[config.mk]
export PLATFORM = sky130hd
export DESIGN_NAME = neuron_mac_sched
export DESIGN_NICKNAME = d
export VERILOG_FILES = /design/src/rtl/neuron_mac_sched.sv
export SDC_FILE = /design/constraint.sdc
export NUM_CORES = 1
export LEC_CHECK = 0
export CORE_ASPECT_RATIO = 0.8
export CORE_UTILIZATION = 49
export DETAILED_ROUTE_END_ITERATION = 6
export GPL_ROUTABILITY_DRIVEN = 0
export PLACE_DENSITY = 0.83
export SLEW_MARGIN = 20
export SYNTH_ARGS = -nofsm -noshare
export SYNTH_HDL_FRONTEND = slang
export SYNTH_SLANG_ARGS = --single-unit
[constraint.sdc]
create_clock -name clk -period 3.7 [get_ports clk]
set_clock_uncertainty 0.05 [all_clocks]
set_input_delay 0.37 -clock clk [delete_from_list [all_inputs] [get_ports clk]]
set_output_delay 0.37 -clock clk [all_outputs]
set_load 0.005 [all_outputs]
[src/rtl/neuron_mac_sched.sv]
// neuron_mac_sched: sequences one neuron's dot product through a shared 5-bit sign-magnitude
// multiplier, accumulating two's-complement products with saturation.
module neuron_mac_sched #(
  parameter int N_INPUTS = 4,
  parameter int IDX_W = 2,
  parameter int ACC_W = 12
) (
  input  logic             clk,
  input  logic             rst,
  input  logic             start,
  input  logic [4:0]       x_in,
  input  logic [4:0]       w_in,
  output logic [IDX_W-1:0] idx,
  output logic [4:0]       mult_a,
  output logic [4:0]       mult_b,
  input  logic [9:0]       mult_p,
  output logic             busy,
  output logic             done,
  output logic [ACC_W-1:0] acc_out,
  output logic             sat
);
  typedef enum logic [1:0] {IDLE, RUN, DRAIN, DONE} state_t;
  // two guard bits keep acc + 225 exact even for narrow accumulators
  localparam int SW = ACC_W + 2;
  localparam logic signed [SW-1:0] MAX = {3'b000, {(ACC_W-1){1'b1}}};
  localparam logic signed [SW-1:0] MIN = {3'b111, {(ACC_W-1){1'b0}}};
  state_t r_state, w_next;
  logic [IDX_W-1:0] r_idx;
  logic [4:0] r_a, r_b;
  logic [ACC_W-1:0] r_acc;
  logic r_sat, r_pv;
  logic signed [SW-1:0] w_mag, w_term, w_sum;
  logic w_last, w_acc_en, w_hi, w_lo;
  assign w_last = r_idx == IDX_W'(N_INPUTS - 1);
  assign w_mag = {{(SW-8){1'b0}}, mult_p[7:0]};
  assign w_term = mult_p[9] ? -w_mag : w_mag;
  assign w_sum = {{2{r_acc[ACC_W-1]}}, r_acc} + w_term;
  assign w_hi = w_sum > MAX;
  assign w_lo = w_sum < MIN;
  assign w_acc_en = (r_state == RUN && r_pv) || r_state == DRAIN;
  always_comb begin
    w_next = r_state;
    case (r_state)
      IDLE:    w_next = start ? RUN : IDLE;
      RUN:     w_next = w_last ? DRAIN : RUN;
      DRAIN:   w_next = DONE;
      default: w_next = IDLE;
    endcase
  end
  always_ff @(posedge clk) begin
    if (rst) begin
      r_state <= IDLE;
      r_idx <= '0;
      r_a <= '0;
      r_b <= '0;
      r_acc <= '0;
      r_sat <= 1'b0;
      r_pv <= 1'b0;
    end else begin
      r_state <= w_next;
      if (r_state == IDLE && start) begin
        r_idx <= '0;
        r_acc <= '0;
        r_sat <= 1'b0;
        r_pv <= 1'b0;
      end
      if (r_state == RUN) begin
        r_a <= x_in;
        r_b <= w_in;
        r_pv <= 1'b1;
        if (!w_last) r_idx <= r_idx + 1'b1;
      end
      if (r_state == DRAIN) r_pv <= 1'b0;
      if (r_state == DONE) r_idx <= '0;
      if (w_acc_en) begin
        r_acc <= w_hi ? MAX[ACC_W-1:0] : w_lo ? MIN[ACC_W-1:0] : w_sum[ACC_W-1:0];
        if (w_hi || w_lo) r_sat <= 1'b1;
      end
    end
  end
  assign idx = r_idx;
  assign mult_a = r_a;
  assign mult_b = r_b;
  assign acc_out = r_acc;
  assign sat = r_sat;
  assign busy = r_state == RUN || r_state == DRAIN;
  assign done = r_state == DONE;
endmodule

==> metrics <==
Data required, critical path=3.84 ns; DR vias=2071; Worst-Margin Slew=0.685 ns; Ys Warns=0; Final min period=3.68 ns; largest family of logic cells by synthesized area=compound AO/OA/AOI/OAI gates; Final Util=0.812; Cells after Synth=218; nets@finish=355; LEAKAGE=1.23 nW; Distinct cells, synth=45; row count=19; compound-cell area share of the yosys netlist=0.231; Final period util=0.996; status=complete, no violations; arrival time worst endpoint=3.82 ns; Detailed Route WL=6.02 mm; num ports=50; Min Hold Slack=0.438 ns; post-route setup slack=0.0153 ns; CTS buffer count=3; DR DRC count=0; Die Y=57.8 µm; Post-synth ARST share=0; average instance area after synthesis=8.76 µm²; CTS root buffer=clkbuf_8; Tot Pwr=0.801 mW; vias in the first global route=1980; setup_tns=0 ns; H-tree depth=1; port bufs=48; largest net degree at the start of global routing=20; XOR/XNOR share of the synthesized area=0.0826; sequential area share after synthesis=0.294; Max-Cap Viols=0; fmax=0.271 GHz; Sw Pwr=0.239 mW; TritonRoute pass-1 iters=4; pwr dens=277 nW/µm²; post-route insts no fill=351; Simple-Gate Fraction of Synth Area=0.150; dpl cells=343; aggregate global-route resource usage=0.278; die area=4150 µm²; Non-Filler Cell Area, Final=2900 µm²; DP Area=2730 µm²; DR iter-0 viols=136; endpoint type of the worst setup path=flip-flop; Reg area=561 µm²; Clk network pwr share=0.245; mux contribution to synthesized area=0.0577; setup violators final=0; Initial Utilization=0.535; min-delay worst type=flip-flop to flip-flop; ratio of cells with drive above 1 in the final layout=0.214; Worst Path Class, Setup=input port to flip-flop; Fillers=226; # clock sinks=28; area of the multi-input gates=1350 µm²; Max Fanout on Critical Path=4; Sequential Power Share=0.409; first-pass GRT wire length=9.16 mm; Startpoint Class=input port; internal cell power=0.562 mW; antenna violations before repair=0; Worst IR Drop VDD=0.000198 V; hpwl dp=4.12 mm; max_slew headroom=0.542; Max Slew Vio Count=0; Post-DRT Antenna Nets=0; clock-pin slew on the worst setup and hold paths=0.10 ns; CTS tree=yes; Post-Synth Adder-Cell Area=0.148; final hold violation count=0; P&R area growth vs syn=51.6%; grt ovf=0; clock tree buffer depth=2; DR WL/cell=17.2 µm; Clock Latency Late Sink=0.28 ns; Place WS=-0.222 ns; Comb pwr share=0.345; Core Area=3570 µm²; die width=71.8 µm; Post-Syn Area=1910 µm²; Post-synth EDFFs=0; Syn Nets=263; Yosys reg bits=28; Synth Flop Type=dfxtp_1; via/cell ratio=5.90; switching share of power=0.298; # diodes=0
==> power groups by stage <==
stage	combinational, mW	sequential (mW)	clock, mW
after global placement	0.238	0.334	0
after global routing	0.298	0.330	0.210
after floorplan	0.121	0.334	0
final	0.277	0.328	0.196
after detailed placement	0.247	0.335	0
after CTS	0.250	0.328	0.198
==> worst paths after layout <==
path / from / endpoint / slack [ns] / cells past startpoint
worst min register to register: sat / sat / 0.44 / 1
worst min-delay path: sat / sat / 0.44 / 1
worst max-delay path: mult_p[5] / sat / 0.02 / 15
worst max register to register: acc_out[0] / sat / 0.69 / 11
==> per-layer routing <==
| metal | track usage | wire [µm] |
|---|---|---|
| met5 | 0 | 0 |
| met4 | 0.0952 | 138 |
| met2 | 0.466 | 3000 |
| met3 | 0.0365 | 225 |
| met1 | 0.371 | 2660 |
==> logic make-up (layout without fill, tap and decap cells) <==
kind of cell	Yosys count	after routing
XOR/XNOR	18	18
buffers and inverters	19	110
adder cells (fa/ha/maj)	22	22
AO/OA/AOI/OAI	59	59
multiplexers	11	11
AND/OR/NAND/NOR	61	61
flip-flops	28	28
==> state kept, by name, indices dropped and copies added (netlist names) <==
name	count
r_state	2
idx	2
sat	1
acc_out	12
mult_a	5
r_pv	1
mult_b	5
==> critical path, stage by stage <==
cell and delay [ns]:
clkdlybuf4s50_1 0.45, or3_1 0.44, o21ai_2 0.16, xnor2_1 0.13, buf_4 0.15, buf_4 0.12, ha_1 0.27, o21ai_1 0.15
nand2b_1 0.08, o41a_1 0.14, a221o_1 0.37, xor2_2 0.21, buf_4 0.15, or3b_1 0.37, a32o_1 0.25
==> layout make-up <==
class	instances	area share
multi-input combinational	171	0.466
timing repair buffer	94	0.288
sequential	28	0.194
clock buffer	4	0.0190
tap	42	0.0182
inverter	12	0.0156
==> what timing repair did <==
action                     in CTS  in global routing
buffers inserted                0                  4
gates resized for setup         0                 23
hold buffers                    0                  0
setup endpoints to repair       0                 11
==> cell usage in the layout, fill, tap and decap left out, drive strengths merged, types with 5 or more instances in the layout <==
cell / instances
o311ai: 9
a21oi: 13
dfxtp: 28
o211ai: 5
inv: 12
nor2: 18
mux2i: 11
o21ai: 8
nor3: 6
nand2b: 5
nand2: 18
ha: 21
xnor2: 14
buf: 46
clkdlybuf4s50: 45
==> cell usage after synthesis (all sizes together) (2+ instances only) <==
cell type  instances  area, µm²
o211ai             5       47.5
ha                21        263
nand2b             5       31.3
nor2b              2       12.5
o21bai             2       15.0
buf                2       7.51
o41a               3       33.8
o311ai             9       78.8
clkbuf             5       18.8
nor3               6       30.0
nor2              18       67.6
mux2i             11        110
a31oi              2       12.5
xor2               4       35.0
nand3              4       20.0
o31a               3       26.3
nand2             18       67.6
o21ai              8       40.0
or3                2       12.5
a21oi             13       68.8
xnor2             14        123
dfxtp             28        561
inv               12       45.0
a21o               2       15.0
Note: power is estimated with default switching activity, not from simulation.
